--- config.mk ---
export PLATFORM = sky130hd
export DESIGN_NAME = fetch_stage
export DESIGN_NICKNAME = d
export VERILOG_FILES = /design/src/rtl/fetch_stage.sv
export SDC_FILE = /design/constraint.sdc
export NUM_CORES = 1
export LEC_CHECK = 0
export ABC_AREA = 1
export BUFFER_PORTS_ARGS = -buffer_cell sky130_fd_sc_hd__clkbuf_2
export CORE_MARGIN = 10
export CORE_UTILIZATION = 43
export CTS_BUF_LIST = sky130_fd_sc_hd__clkbuf_8
export DETAILED_ROUTE_END_ITERATION = 7
export PLACE_DENSITY = 0.68
export SLEW_MARGIN = 40
export SYNTH_ARGS = -nofsm -noshare
export SYNTH_HDL_FRONTEND = slang
export SYNTH_SLANG_ARGS = --single-unit
export TNS_END_PERCENT = 10
--- constraint.sdc ---
create_clock -name clk -period 4.2 [get_ports clk]
set_clock_uncertainty 0.2 [all_clocks]
set_input_delay 0.63 -clock clk [delete_from_list [all_inputs] [get_ports clk]]
set_output_delay 0.63 -clock clk [all_outputs]
set_load 0.05 [all_outputs]
--- src/rtl/fetch_stage.sv ---
// Instruction fetch stage: owns the PC, issues word reads to a synchronous
// instruction memory, buffers returned instructions in a 2-entry FIFO and
// hands them downstream over a valid/ready handshake. Branch redirects flush
// everything in flight and restart fetch from the target.
module fetch_stage #(
    parameter int unsigned      ASIZE    = 16,
    parameter int unsigned      ISIZE    = 32,
    parameter logic [ASIZE-1:0] RESET_PC = '0
) (
    input  logic             clk,
    input  logic             rst,
    output logic [ASIZE-1:0] imem_addr,
    output logic             imem_rd,
    input  logic [ISIZE-1:0] imem_data,
    input  logic             redirect,
    input  logic [ASIZE-1:0] redirect_pc,
    output logic             out_valid,
    output logic [ISIZE-1:0] out_inst,
    output logic [ASIZE-1:0] out_pc,
    input  logic             out_ready
);

    logic [ASIZE-1:0] pc_q, pc_d;
    logic [ASIZE-1:0] addr_q, addr_d;
    logic             inflight_q, inflight_d;
    logic [ASIZE-1:0] inflight_pc_q, inflight_pc_d;
    logic [1:0]       count_q, count_d;
    // Entry 0 is always the head; a pop shifts entry 1 down.
    logic [ISIZE-1:0] inst_q [2];
    logic [ISIZE-1:0] inst_d [2];
    logic [ASIZE-1:0] epc_q  [2];
    logic [ASIZE-1:0] epc_d  [2];

    logic       pop;
    logic       push;
    logic       issue;
    logic [2:0] occ;
    logic       wr_idx;

    // Outputs are forced to their reset values while rst is high, even on the
    // first reset cycle before the state registers have been cleared.
    assign out_valid = ~rst & (count_q != 2'd0);
    assign out_inst  = rst ? '0 : inst_q[0];
    assign out_pc    = rst ? '0 : epc_q[0];

    assign pop  = out_valid & out_ready & ~redirect;
    // A redirect kills the return of the read issued last cycle.
    assign push = inflight_q & ~redirect;
    // Slots that will be committed after this cycle's pop; issue only if one stays free.
    assign occ   = {1'b0, count_q} + {2'b00, inflight_q} - {2'b00, pop};
    assign issue = ~rst & (redirect | (occ < 3'd2));

    assign imem_rd = issue;

    // Fetch address selection, PC advance and FIFO next-state.
    always_comb begin
        imem_addr     = addr_q;
        pc_d          = pc_q;
        inst_d        = inst_q;
        epc_d         = epc_q;
        count_d       = count_q;
        wr_idx        = 1'b0;

        if (rst) begin
            imem_addr = '0;
        end else if (redirect) begin
            imem_addr = redirect_pc;
            pc_d      = redirect_pc + ASIZE'(1);
        end else if (issue) begin
            imem_addr = pc_q;
            pc_d      = pc_q + ASIZE'(1);
        end

        addr_d        = imem_addr;
        inflight_d    = issue;
        inflight_pc_d = imem_addr;

        if (pop) begin
            inst_d[0] = inst_q[1];
            epc_d[0]  = epc_q[1];
        end
        // The issue rule guarantees count - pop is 0 or 1 whenever a push occurs.
        wr_idx = ((count_q - {1'b0, pop}) == 2'd1);
        if (push) begin
            inst_d[wr_idx] = imem_data;
            epc_d[wr_idx]  = inflight_pc_q;
        end

        if (redirect) begin
            count_d = 2'd0;
        end else begin
            count_d = count_q + {1'b0, push} - {1'b0, pop};
        end
    end

    // State registers with synchronous reset.
    always_ff @(posedge clk) begin
        if (rst) begin
            pc_q          <= RESET_PC;
            addr_q        <= '0;
            inflight_q    <= 1'b0;
            inflight_pc_q <= '0;
            count_q       <= 2'd0;
            inst_q        <= '{default: '0};
            epc_q         <= '{default: '0};
        end else begin
            pc_q          <= pc_d;
            addr_q        <= addr_d;
            inflight_q    <= inflight_d;
            inflight_pc_q <= inflight_pc_d;
            count_q       <= count_d;
            inst_q        <= inst_d;
            epc_q         <= epc_d;
        end
    end

endmodule
### After elaboration in Yosys (flattened, before gate mapping)

Index checks and enable logic that the tools add are counted.

| storage, ports and cells | value |
|---|---|
| flip-flop bits (word level) | 131 |
| output and inout bits | 66 |

| cells by class | value |
|---|---|
| add/sub/neg operators | 7 |
| magnitude comparators | 3 |
| equal/unequal tests | 1 |
| mux-type cells | 17 |
| bitwise operators | 9 |
| reductions and logical operators | 4 |

Operators by type and width:

| operator | number |
|---|---|
| 2-to-1 mux 16 bit | 8 |
| 2-to-1 mux 32 bit | 4 |
| bitwise mux 64 bit | 1 |
| 2-to-1 mux 64 bit | 1 |
| adder 16 x 1 -> 16 bit, second input constant | 2 |
| bitwise mux 32 bit | 1 |
| demux 32 bit (select 1 bit) | 1 |
| demux 16 bit (select 1 bit) | 1 |
| bitwise AND 1 bit | 5 |
| nonzero test 2 bit | 2 |
| subtractor 2 x 1 -> 2 bit | 2 |
| adder 2 x 1 -> 3 bit | 1 |
| less-than comparator 3 x 2 -> 1 bit, second input constant | 1 |
| subtractor 3 x 1 -> 3 bit | 1 |
| adder 2 x 1 -> 2 bit | 1 |
| equality test 2 x 1 -> 1 bit, second input constant | 1 |
| >= comparator 2 bit, second input constant | 1 |
| less-than comparator 2 x 1 -> 1 bit, second input constant | 1 |
| inverter 1 bit | 2 |
| inverter 1 -> 2 bit | 1 |
| OR reduction 2 bit | 1 |
| logical AND 1 bit | 1 |
| OR 1 bit | 1 |

### Longest topological paths before layout

| logic depth | value |
|---|---|
| depth in word-level cells | 13 |
| depth in mapped cells | 19 |
| mapped depth without buffers | 16 |

### Worst setup path after synthesis

Ideal clock, no wire load.

| timing | value |
|---|---|
| path kind | input -> output |
| from | in rst |
| to | out imem_addr[13] |
| arrival time | 4161 ps |
| required time | 3370 ps |
| setup slack | -791 ps |
| stages | 17 |
| path buffers | 4 |
| cells stage by stage | buf_2 > a21oi_2 > nand3_2 > inv_2 > buf_4 > buf_6 > ha_1 > nor2_1 > fa_1 > inv_1 > nand3_1 > nand2_1 > nand2_1 > buf_4 > inv_2 > o21ai_1 > a21oi_1 |

| between the ends | value |
|---|---|
| cells in the longest elaborated chain, start to end | 11 |

Ends and longest elaborated chain:

| element | line | text |
|---|---|---|
| start, declared | 11 | `input logic rst,` |
| inverter 1 bit | 42 | `assign out_valid = ~rst & (count_q != 2'd0);` |
| bitwise AND 1 bit | 42 |  |
| net out_valid | 17 | `output logic out_valid,` |
| bitwise AND 1 bit (2 in series) | 46 | `assign pop = out_valid & out_ready & ~redirect;` |
| subtractor 3 x 1 -> 3 bit | 50 | `assign occ = {1'b0, count_q} + {2'b00, inflight_q} - {2'b00, pop};` |
| less-than comparator 3 x 2 -> 1 bit | 51 | `assign issue = ~rst & (redirect \| (occ < 3'd2));` |
| OR 1 bit | 51 |  |
| bitwise AND 1 bit | 51 |  |
| net imem_rd | 13 | `output logic imem_rd,` |
| 2-to-1 mux 16 bit | 69 | `end else if (issue) begin` |
| 2-to-1 mux 16 bit | 66 | `end else if (redirect) begin` |
| 2-to-1 mux 16 bit | 64 | `if (rst) begin` |
| end, declared | 12 | `output logic [ASIZE-1:0] imem_addr,` |

The timed path passes the listed nets, and every way through them passes these cells.

### Final worst setup path

| timing | value |
|---|---|
| from | reg count_q[1] |
| to | out imem_addr[1] |

| between the ends | value |
|---|---|
| cells in the longest elaborated chain, start to end | 11 |

Ends and longest elaborated chain:

| element | line | text |
|---|---|---|
| start, declared | 27 | `logic [1:0] count_q, count_d;` |
| start signal, assigned | 111 | `count_q <= count_d;` |
| nonzero test 2 bit | 42 |  |
| bitwise AND 1 bit | 42 |  |
| bitwise AND 1 bit (2 in series) | 46 |  |
| subtractor 3 x 1 -> 3 bit (*) | 50 |  |
| less-than comparator 3 x 2 -> 1 bit (*) | 51 |  |
| OR 1 bit (*) | 51 |  |
| bitwise AND 1 bit (*) | 51 |  |
| 2-to-1 mux 16 bit (*) | 69 |  |
| 2-to-1 mux 16 bit (*) | 66 |  |
| 2-to-1 mux 16 bit (*) | 64 |  |

Mark *: on every way between the ends. The rest lies on a longest branch, timed or not.

==> out/metrics.yaml <==
drt:
  drcViolationCount: 0
  vias: 6064
  first_pass_iters: 5
  drt-initial-drc-count: 439
  wl_per_cell_um: 13.59
  ant_nets: 0
  drt-total-wl_um: 17010
  via_per_inst: 4.843
clocking:
  cts_tree: "done"
  cts_made_buffers: 17
  insertion_delay_ns: 0.43
  ctsLongestPathBuffers: 2
  cts.sinks: 131
  htree_levels: 4
  cts_setup_buffers: 0
  ctsRootBufferMaster: "clkbuf_8"
  path_clk_slew_ns: 0.08
logic_synthesis:
  async_flop_share_pct: 0
  synth_cell_types: 38
  syn_nets: 1020
  yosysWarningCount: 0
  synth_seq_cells: 131
  yosysTopAreaCell: "dfxtp_1"
  avgSynthCellArea_um2: 6.871
  syn_inst: 961
  synthTopCellsByArea: "dfxtp_1 (40%), o21ai_0 (12%), inv_1 (9.6%), nand2_1 (7.2%), nor2_1 (6.2%)"
  yosysSeqAreaShare_pct: 39.72
  synth_top_area_share_pct: 39.72
  synth_edf_count: 0
  ys.flop_type: "dfxtp_1"
  synthesis.area_um2: 6603
floorplan:
  die_w_um: 143.9
  die-area_um2: 20710
  rows: 45
  initial_core_util_pct: 43.59
  io-pin-count: 118
  die_h_um: 143.9
  core_area_um2: 15150
outcome:
  outcome: "completed"
worst_setup_path:
  reg2reg_to: "inflight_pc_q[1]$_SDFF_PP0_"
  start_kind: "flop"
  cp.arrival_ns: 3.20
  crit_chain: "inv_2 -> a21oi_4 -> nand3_2 -> inv_2 -> ha_1 -> inv_1 -> fa_1 -> or2_1 -> nand3_1 -> nand2_1 -> nand2_2 -> buf_6 -> inv_8 -> o21ai_1 -> a21oi_4 -> buf_12"
  crit_type: "flop to output pin"
  regToRegSetupSlack_ns: 1.26
  r2r_cells: 15
  cp-end-kind: "output pin"
  critPathMaxFanout: 13
  crit_required_ns: 3.37
  r2r-start: "count_q[1]$_SDFF_PP0_"
  slowest_delay_ns: 0.40
  critPathLaunch: "count_q[1]$_SDFF_PP0_"
  crit_slowest_cell: "fa_1"
power:
  p_total_mw: 2.992
  powerDensity_nw_per_um2: 383.5
  total_leakage_power_nw: 3.983
  ir_drop_v: 0.0001988
timing:
  final-hold-violation-count: 0
  whs_ns: 0.2379
  setup_viol: 0
  rsz0062_at_grt: "yes"
  drv_slew: 0
  finalSetupTns_ns: 0
  finalCritPeriodShare_pct: 95.93
  slew_headroom_pct: 45.67
  clock.fmax_mhz: 248.2
  worstMarginPinSlew_ns: 0.8138
  period_minus_slack_ns: 4.029
min_path:
  hold_path.class: "input pin to flop"
  hold_start: "imem_data[24]"
  whs_path_depth: 3
grt:
  grt_pass1_vias: 5462
  grt_overflow_total: 0
  grt_pass1_wl_um: 27390
  grt_antenna_before_repair: 0
  track_usage_pct: 16.34
  grt_max_degree: 108
job:
  drv_cap: 0
final_layout:
  area_growth_pct: 18.17
  final_core_util_pct: 51.52
  fillCellCount: 1523
  multiInputGateArea_um2: 3107
  n_antenna_cell: 0
  drive_above_1_share_pct: 20.86
  seqCellArea_um2: 2624
  nNetsFinal: 1111
placed_design:
  io_buffers: 117
  place.gp.congestion: 0.8298
  dp_hpwl_um: 11440
## Yosys cell counts, types with 2 or more instances
library cell,count
a21oi_1,45
a21oi_2,2
buf_1,5
buf_2,9
buf_4,5
buf_6,5
clkbuf_1,33
clkinv_1,3
dfxtp_1,131
ha_1,6
inv_1,169
inv_2,8
nand2_1,127
nand2_2,20
nand2_4,3
nand3_1,16
nand3b_1,2
nor2_1,109
nor2_4,5
nor3_1,2
o211ai_1,4
o21ai_0,158
o21ai_1,22
o21bai_1,48
o22ai_1,8
xnor2_1,4
## metrics by stage
step	instances	cell area [µm²]	setup WS, ns
5_1_grt	1252	7802	-0.03926
3_3_place_gp	1221	7372	0.1614
6_report	1252	7802	0.1711
2_1_floorplan	961	6693	-0.04803
4_1_cts	1252	7769	-0.03599
3_5_place_dp	1221	7375	0.07993
## metal layers
metal	track usage, %	routed length, µm
met2	25.66	7712
met5	0	0
met1	21.50	8139
met3	4.026	886
met4	5.105	272
## cells in the final DEF, fill, tap and decap left out, drive strengths merged
cell	count
a21oi	47
a31oi	1
buf	21
bufinv	2
clkbuf	127
clkinv	7
clkinvlp	3
dfxtp	131
fa	1
ha	6
inv	181
nand2	150
nand3	17
nand3b	2
nand4	1
nor2	115
nor3	3
o211ai	4
o21a	2
o21ai	181
o21bai	48
o22ai	8
or2	2
xnor2	4
## logic make-up after synthesis
logic type	Yosys count	share of synthesized area, %
AO/OA/AOI/OAI	291	24.56
XOR/XNOR	4	0.5305
adder cells (fa/ha/maj)	7	1.440
buffers and inverters	238	14.80
flip-flops	131	39.72
AND/OR/NAND/NOR	290	18.95
## worst max path at each step
stage	slack, ns	cells past startpoint	to
3_5_place_dp	0.08	16	imem_addr[11]
2_1_floorplan	-0.05	17	imem_addr[13]
4_1_cts	-0.04	16	imem_addr[11]
5_1_grt	-0.04	18	imem_addr[4]
6_report	0.17	16	imem_addr[1]
3_3_place_gp	0.16	16	imem_addr[14]
## report_power, final
| part | switching (mW) | internal, mW |
|---|---|---|
| clock network | 0.510 | 0.538 |
| logic | 0.402 | 0.181 |
| registers | 0.0412 | 1.32 |
## worst max-delay path: cells and delay by family (launching register included)
family | cells | cell delay (ns)
adder cells (fa/ha/maj) | 2 | 0.53
AO/OA/AOI/OAI | 3 | 0.52
flip-flops | 1 | 0.36
AND/OR/NAND/NOR | 5 | 0.70
buffers and inverters | 6 | 0.63
## layout make-up
cell class                 count  area share (%)
inverter                     180           8.820
timing repair buffer         130           9.830
clock buffer                  18           3.175
sequential                   131           33.63
clock inverter                13           1.716
multi-input combinational    592           39.82
tap                          188           3.015
## timing repair
action                     in CTS  in global routing
hold buffers                    0                  0
setup endpoints to repair      11                 15
pin swaps                       0                  0
gates resized for setup         5                 21
Power figures use the tool's default switching activity.
